**src/rtl/bt656_encoder.sv**
```systemverilog
// bt656_encoder: pixel stream to BT.656 words with EAV/SAV codes and fill.
// Progressive only; the input frame locks to output timing on sop/eop.
module bt656_encoder #(
  parameter int DW      = 8,
  parameter int WIDTH   = 1440,
  parameter int HEIGHT  = 480,
  parameter int H_BLANK = 268,
  parameter int V_TOP   = 20,
  parameter int V_BOT   = 25
) (
  input  logic          clk_itu_i,
  input  logic          rst_n,
  input  logic [DW-1:0] din_data,
  input  logic          din_valid,
  input  logic          din_sop,
  input  logic          din_eop,
  output logic          din_ready,
  output logic [DW-1:0] itu_data_o,
  output logic          de_o,
  output logic          locked_o,
  output logic          underflow_o,
  output logic          sync_err_o
);
  localparam int LINE  = 8 + H_BLANK + WIDTH;
  localparam int FRAME = V_TOP + HEIGHT + V_BOT;
  localparam int HW    = $clog2(LINE);
  localparam int VW    = $clog2(FRAME);

  localparam logic [HW-1:0] H_LAST = HW'(LINE - 1);
  localparam logic [HW-1:0] H_SAV  = HW'(4 + H_BLANK);
  localparam logic [HW-1:0] H_ACT  = HW'(8 + H_BLANK);
  localparam logic [VW-1:0] V_LAST = VW'(FRAME - 1);
  localparam logic [VW-1:0] V_A0   = VW'(V_TOP);
  localparam logic [VW-1:0] V_AL   = VW'(V_TOP + HEIGHT - 1);

  function automatic logic [DW-1:0] w8(input logic [7:0] b);
    logic [DW-1:0] w;
    w = '0;
    w[DW-1 -: 8] = b;
    return w;
  endfunction

  localparam logic [DW-1:0] F80 = w8(8'h80);
  localparam logic [DW-1:0] F10 = w8(8'h10);

  logic [HW-1:0] h_q;
  logic [VW-1:0] v_q;
  logic [DW-1:0] data_q, data_d;
  logic          de_q, de_d;
  logic          lock_q, lock_d;
  logic          uf_q, uf_d;
  logic          se_q, se_d;

  logic          act_line, act_slot, slot_on;
  logic          first, last;
  logic          in_eav, in_sav;
  logic          vb, hb, fill_odd;
  logic [1:0]    pos;
  logic [DW-1:0] code, fill;

  assign act_line = (v_q >= V_A0) && (v_q <= V_AL);
  assign act_slot = h_q >= H_ACT;
  assign slot_on  = act_line && act_slot;
  assign first    = slot_on && (v_q == V_A0) && (h_q == H_ACT);
  assign last     = slot_on && (v_q == V_AL) && (h_q == H_LAST);
  assign in_eav   = h_q < HW'(4);
  assign in_sav   = (h_q >= H_SAV) && !act_slot;

  assign vb  = !act_line;
  assign hb  = in_eav;
  assign pos = in_eav ? h_q[1:0] : h_q[1:0] - H_SAV[1:0];

  always_comb begin
    unique case (pos)
      2'd0:       code = '1;
      2'd1, 2'd2: code = '0;
      default:    code = w8({1'b1, 1'b0, vb, hb,
                             vb ^ hb, hb, vb, vb ^ hb});
    endcase
  end

  // Fill phase restarts at the first slot of the blank and active regions.
  assign fill_odd = act_slot ? (h_q[0] ^ H_ACT[0]) : h_q[0];
  assign fill     = fill_odd ? F10 : F80;

  assign din_ready = (lock_q ? slot_on : 1'b1) && (first || !din_sop);

  always_comb begin
    lock_d = lock_q;
    data_d = (in_eav || in_sav) ? code : fill;
    de_d   = 1'b0;
    uf_d   = 1'b0;
    se_d   = 1'b0;
    if (slot_on) begin
      if (!lock_q) begin
        if (first && din_valid && din_sop) begin
          lock_d = 1'b1;
          data_d = din_data;
          de_d   = 1'b1;
        end
      end else if (!din_valid) begin
        uf_d = 1'b1;
      end else if (first ? !din_sop : din_sop) begin
        se_d   = 1'b1;
        lock_d = 1'b0;
      end else begin
        data_d = din_data;
        de_d   = 1'b1;
        if (last != din_eop) begin
          se_d   = 1'b1;
          lock_d = 1'b0;
        end
      end
    end
  end

  always_ff @(posedge clk_itu_i or negedge rst_n) begin
    if (!rst_n) begin
      h_q    <= '0;
      v_q    <= '0;
      data_q <= F80;
      de_q   <= 1'b0;
      lock_q <= 1'b0;
      uf_q   <= 1'b0;
      se_q   <= 1'b0;
    end else begin
      h_q <= (h_q == H_LAST) ? '0 : h_q + 1'b1;
      if (h_q == H_LAST)
        v_q <= (v_q == V_LAST) ? '0 : v_q + 1'b1;
      data_q <= data_d;
      de_q   <= de_d;
      lock_q <= lock_d;
      uf_q   <= uf_d;
      se_q   <= se_d;
    end
  end

  assign itu_data_o  = data_q;
  assign de_o        = de_q;
  assign locked_o    = lock_q;
  assign underflow_o = uf_q;
  assign sync_err_o  = se_q;
endmodule
```
**config.mk**
```make
export PLATFORM = sky130hd
export DESIGN_NAME = bt656_encoder
export DESIGN_NICKNAME = d
export VERILOG_FILES = /design/src/rtl/bt656_encoder.sv
export SDC_FILE = /design/constraint.sdc
export NUM_CORES = 1
export LEC_CHECK = 0
export CAP_MARGIN = 25
export CELL_PAD_IN_SITES_DETAIL_PLACEMENT = 1
export CELL_PAD_IN_SITES_GLOBAL_PLACEMENT = 2
export CORE_UTILIZATION = 36
export DETAILED_ROUTE_END_ITERATION = 8
export PLACE_DENSITY = 0.94
export SLEW_MARGIN = 0
export SYNTH_ARGS = -nofsm -noshare
export SYNTH_HDL_FRONTEND = slang
export SYNTH_SLANG_ARGS = --single-unit
```
**constraint.sdc**
```tcl
create_clock -name clk_itu_i -period 5.63 [get_ports clk_itu_i]
set_clock_uncertainty 0.05 [all_clocks]
set_input_delay 1.126 -clock clk_itu_i [delete_from_list [all_inputs] [get_ports clk_itu_i]]
set_output_delay 1.126 -clock clk_itu_i [all_outputs]
set_load 0.01 [all_outputs]
```
Yosys cells after proc, flatten, opt, wreduce, memory -nomap -nowiden

Index checks and enable logic that the tools add are counted.

Register bits: 33
Bits of input ports: 13
Output and inout port bits: 13
Logic and storage cells: 69

$add $sub $neg: 2
$lt $le $gt $ge: 5
Equal/unequal tests: 8
Mux-type cells: 29
Bitwise operators: 1
Reduce and logical (&&, ||, !) cells: 17

Operators by type and width:

| kind                    | number |
|---|---|
| $mux W8                 | 7 |
| $ge A11 B9 Y1 const B   | 2 |
| $mux W1                 | 19 |
| $pmux W8 S2             | 1 |
| $add A11 B1 Y11 const B | 1 |
| $eq A11 B11 Y1 const B  | 1 |
| $eq A11 B9 Y1 const B   | 1 |
| $lt A11 B3 Y1 const B   | 1 |
| $mux W11                | 1 |
| $add A10 B1 Y10 const B | 1 |
| $eq A10 B10 Y1 const B  | 1 |
| $eq A10 B5 Y1 const B   | 1 |
| $eq A10 B9 Y1 const B   | 1 |
| $ge A10 B5 Y1 const B   | 1 |
| $le A10 B9 Y1 const B   | 1 |
| $logic_and A1 B1 Y1     | 10 |
| $mux W10                | 1 |
| $logic_not A1 Y1        | 3 |
| $eq A2 B1 Y1 const B    | 1 |
| $eq A2 B2 Y1 const B    | 1 |
| $logic_not A2 Y1        | 1 |
| $logic_or A1 B1 Y1      | 2 |
| $reduce_or A2 Y1        | 1 |
| $ne A1 B1 Y1            | 1 |
| $xor A1 B1 Y1           | 1 |

Longest topological paths before layout

Depth in word-level cells: 11
Depth in mapped cells: 8
Mapped depth without buffers: 8

Worst setup path after synthesis

No wires, ideal clock.

Path type: register to output
Start: register h_q[5]
End: output port din_ready
Arrival: 2.172 ns
Required time: 4.454 ns
Setup slack: 2.282 ns
Stages on the path, launching flop included: 7
Buffers on the path: 0
Cell sequence: dfrtp_1 -> nor3_1 -> nand2_1 -> or4_2 -> or3_1 -> ha_1 -> a21oi_1

Word-level cells in the longest chain between the ends: 6
Elaborated cells on any way between the ends: 8
Classes of those cells: order compare (1); eq/ne (1); mux (1); reduce/logical (5)

Ends and longest elaborated chain:

| item                              | RTL line | RTL |
|---|---|---|
| start: declaration                | 46       | `logic [HW-1:0] h_q;` |
| start signal: assignment          | 127      | `h_q <= (h_q == H_LAST) ? '0 : h_q + 1'b1;` |
| $ge A11 B9 Y1                     | 62       | `assign act_slot = h_q >= H_ACT;` |
| $logic_and A1 B1 Y1               | 63       | `assign slot_on = act_line && act_slot;` |
| $logic_and A1 B1 Y1 (2 in series) | 64       | `assign first = slot_on && (v_q == V_A0) && (h_q == H_ACT);` |
| $logic_or A1 B1 Y1                | 86       | `assign din_ready = (lock_q ? slot_on : 1'b1) && (first \|\| !din_sop);` |
| $logic_and A1 B1 Y1 *             | 86       |  |
| end: declaration                  | 17       | `output logic din_ready,` |

Every way passes the cells marked *; elsewhere a longest branch is shown, timed or not.

Worst setup path after layout

Same ends and word-level chain as after synthesis.

==> metrics.md <==
| Metric | Value |
|---|---|
| Status | `complete, no violations` |
| Depth of the worst register-to-register path | `8` |
| Placer's final routability congestion estimate | `0.751` |
| Critical path startpoint | `h_q[5]` |
| Clk_lat worst skew | `0.28 ns` |
| Relative slew slack | `0.646` |
| First-pass GRT wire length | `a little under 7000 µm` |
| Required time at the endpoint of the critical path | `4.45 ns` |
| Core utilization of the finished layout | `0.464` |
| Maximum Capacitance Violations | `0` |
| Number of endpoints failing setup at the final stage | `0` |
| Initial Utilization | `0.379` |
| Number of distinct library cells after synthesis | `45` |
| Antenna Nets Post-Route | `0` |
| Worst min path class | `register to register` |
| Drt via density | `5.21` |
| Global route total overflow | `0` |
| Leading cell types in the layout, fill and taps excluded | `dfrtp_1, clkdlybuf4s50_1, nand2_1` |
| Power density cells | `193 mW/mm²` |
| Number of antenna violations at the first check in global routing | `0` |
| Maximum fanout count along the critical path | `5` |
| Drt drc | `0` |
| Max Root-Sink Buffers | `2` |
| Worst reg2reg startpoint | `h_q[5]` |
| Pin count of the biggest net entering global routing | `34` |
| Total number of clock tree sinks | `33` |
| TritonCTS clock tree | `done` |
| Area growth from synthesis to final layout | `22.4%` |
| Overall routed net length | `approximately 4100 µm` |
| Post-synthesis net count | `206` |
| Multi-input gate area in the final layout | `just over 900 µm²` |
| Buffers inserted during post-CTS setup optimization | `0` |
| Launch instance of the worst min-delay path | `v_q[7]` |
| IR Drop Worst-Case VDD | `0.0000979 V` |
| Port Buffer Count | `25` |
| Core Area | `0.00479 mm²` |
| Post_cts resized | `0` |
| End of the worst hold path | `v_q[7]` |
| Total CTS buffers | `5` |
| Most frequently used flop master after synthesis | `dfrtp_1` |
| Via count | `1479` |
| Flops & latches, synth | `33` |
| Final worst path period share | `0.767` |
| Crit Path Class | `register to output pin` |
| Cell count of the worst hold path | `1` |
| Standard-cell rows | `25` |
| Async set or reset register ratio after synthesis | `1.00` |
| Clock transition at the register clock pins on the worst setup and hold paths after CTS | `0.06 ns` |
| Number of instances in the synthesized netlist | `around 190` |
| Total die area | `0.00532 mm²` |
| All-layer global routing usage | `0.172` |
| RSZ-0062 raised after global routing | `false` |
| Startpoint type of the worst setup path | `register` |
| Fraction of final layout cells sized beyond drive strength 1 | `0.111` |
| Hold Buf Count CTS | `0` |
| # fillers | `576` |
| Count of synthesis-stage warnings from yosys | `0` |
| Endpoint arrival time on the critical path | `3.14 ns` |
| LEAKAGE | `~0.95 nW` |
| Root Buffer | `clkbuf_8` |
| Final cell count without fillers | `284` |
| Chip height | `between 70 and 80 µm` |
| Clock H-tree levels | `2` |
| Number of enable flip-flop cells after synthesis | `0` |
| Ports placed on the boundary | `26` |
| Post-detailed-route wirelength per cell | `14.3 µm` |
| Capture point of the worst reg-to-reg path | `itu_data_o[7]` |
| Combined area of all synthesized cells | `0.00181 mm²` |
| Die width | `between 70 and 80 µm` |
| Maximum operating frequency | `232 MHz` |
| Number of cells after detailed placement | `around 280` |
| HPWL after DPL | `3070 µm` |
| Reg2reg setup slack | `2.48 ns` |
| Type of element capturing the critical path | `output pin` |
| DR iter-0 viols | `56` |
| Syn Area/Cell | `between 9 and 10 µm²` |
| Tmin final | `4.32 ns` |
| Storage cell area | `between 800 and 900 µm²` |
| Final hold violation count | `0` |
| Number of nets in the finished design | `approximately 240` |
| Slew of the pin with the lowest slew margin | `0.531 ns` |
| Final total negative setup slack | `0 ns` |
| Number of diodes added for antenna fixing | `0` |
| Number of global-route vias before repair | `1502` |
| Slew Limit Fails | `0` |
| Fraction of the yosys area taken by sequential cells | `0.456` |
| Commonest non-fill, non-tap cell in the layout | `dfrtp_1` |
| Total iterations of the first detailed-routing run | `4` |
synth_stat cells (all sizes together), types with 3 or more instances:
master | number | area, µm²
a21o | 4 | 33.8
or4 | 4 | 35.0
nor2 | 16 | 60.1
and2 | 4 | 26.3
nand2 | 20 | 75.1
ha | 7 | 87.6
xor2 | 4 | 35.0
nand3 | 9 | 45.0
o21ai | 8 | 40.0
and3 | 6 | 40.0
o31ai | 4 | 30.0
inv | 11 | 41.3
a31oi | 5 | 31.3
xnor2 | 8 | 70.1
and4 | 3 | 26.3
dfrtp | 32 | 801
nor3 | 3 | 15.0
a21oi | 7 | 46.3
nand4 | 6 | 43.8
metal layers:
layer	up-vias	GRT usage	share of wire
met5	-	0	0
met1	721	0.211	0.45
met4	0	0.0632	0.020
li1	722	-	-
met2	28	0.295	0.50
met3	8	0.0401	0.034
registers in the layout, indices dropped and copies added (netlist names):
register     flops
itu_data_o       8
underflow_o      1
locked_o         1
h_q             11
de_o             1
sync_err_o       1
v_q             10
logic make-up after synthesis:
kind of cell / count (synthesis) / synth area share
compound gates: 35 / 0.134
xor+xnor: 12 / 0.0580
fa+ha+maj: 7 / 0.0483
buf+inv: 14 / 0.0311
flops: 33 / 0.456
mux: 3 / 0.0193
simple gates: 82 / 0.253
report_power, final:
group          internal (mW)  switching (mW)  leakage [nW]
clock                 0.0878          0.0836        0.0395
sequential             0.237        0.000714         0.442
combinational         0.0102         0.00837         0.470
total                  0.335          0.0927         0.952
worst max-delay path by stage:
stage	to	slack [ns]	cells past startpoint
5_1_grt	din_ready	1.14	7
2_1_floorplan	din_ready	2.28	6
6_report	din_ready	1.31	7
4_1_cts	din_ready	1.29	7
3_3_place_gp	din_ready	1.69	7
3_5_place_dp	din_ready	1.60	7
per-stage QoR:
stage / power, mW / setup WS, ns / cell area [µm²] / hold slack (ns)
6_report: 0.428 / 1.31 / 2220 / 0.460
5_1_grt: 0.447 / 1.14 / 2220 / 0.493
4_1_cts: 0.432 / 1.29 / 2220 / 0.467
3_5_place_dp: 0.262 / 1.60 / 2140 / 0.460
3_3_place_gp: 0.261 / 1.69 / 2140 / 0.451
2_1_floorplan: 0.245 / 2.28 / 1810 / 0.422
cell type report:
cell class	instances	area share
inverter	11	0.0186
sequential	33	0.373
clock buffer	8	0.0361
timing repair buffer	26	0.116
multi-input combinational	139	0.419
tap	67	0.0378
critical path, stage by stage (launching register included):
cell	delay, ns
dfrtp_1	0.42
nor3_1	0.45
nand2_1	0.09
or4_2	0.61
or3_1	0.39
ha_1	0.20
a21oi_1	0.14
clkdlybuf4s50_1	0.56
No activity file was read; power rests on OpenSTA's default activity.
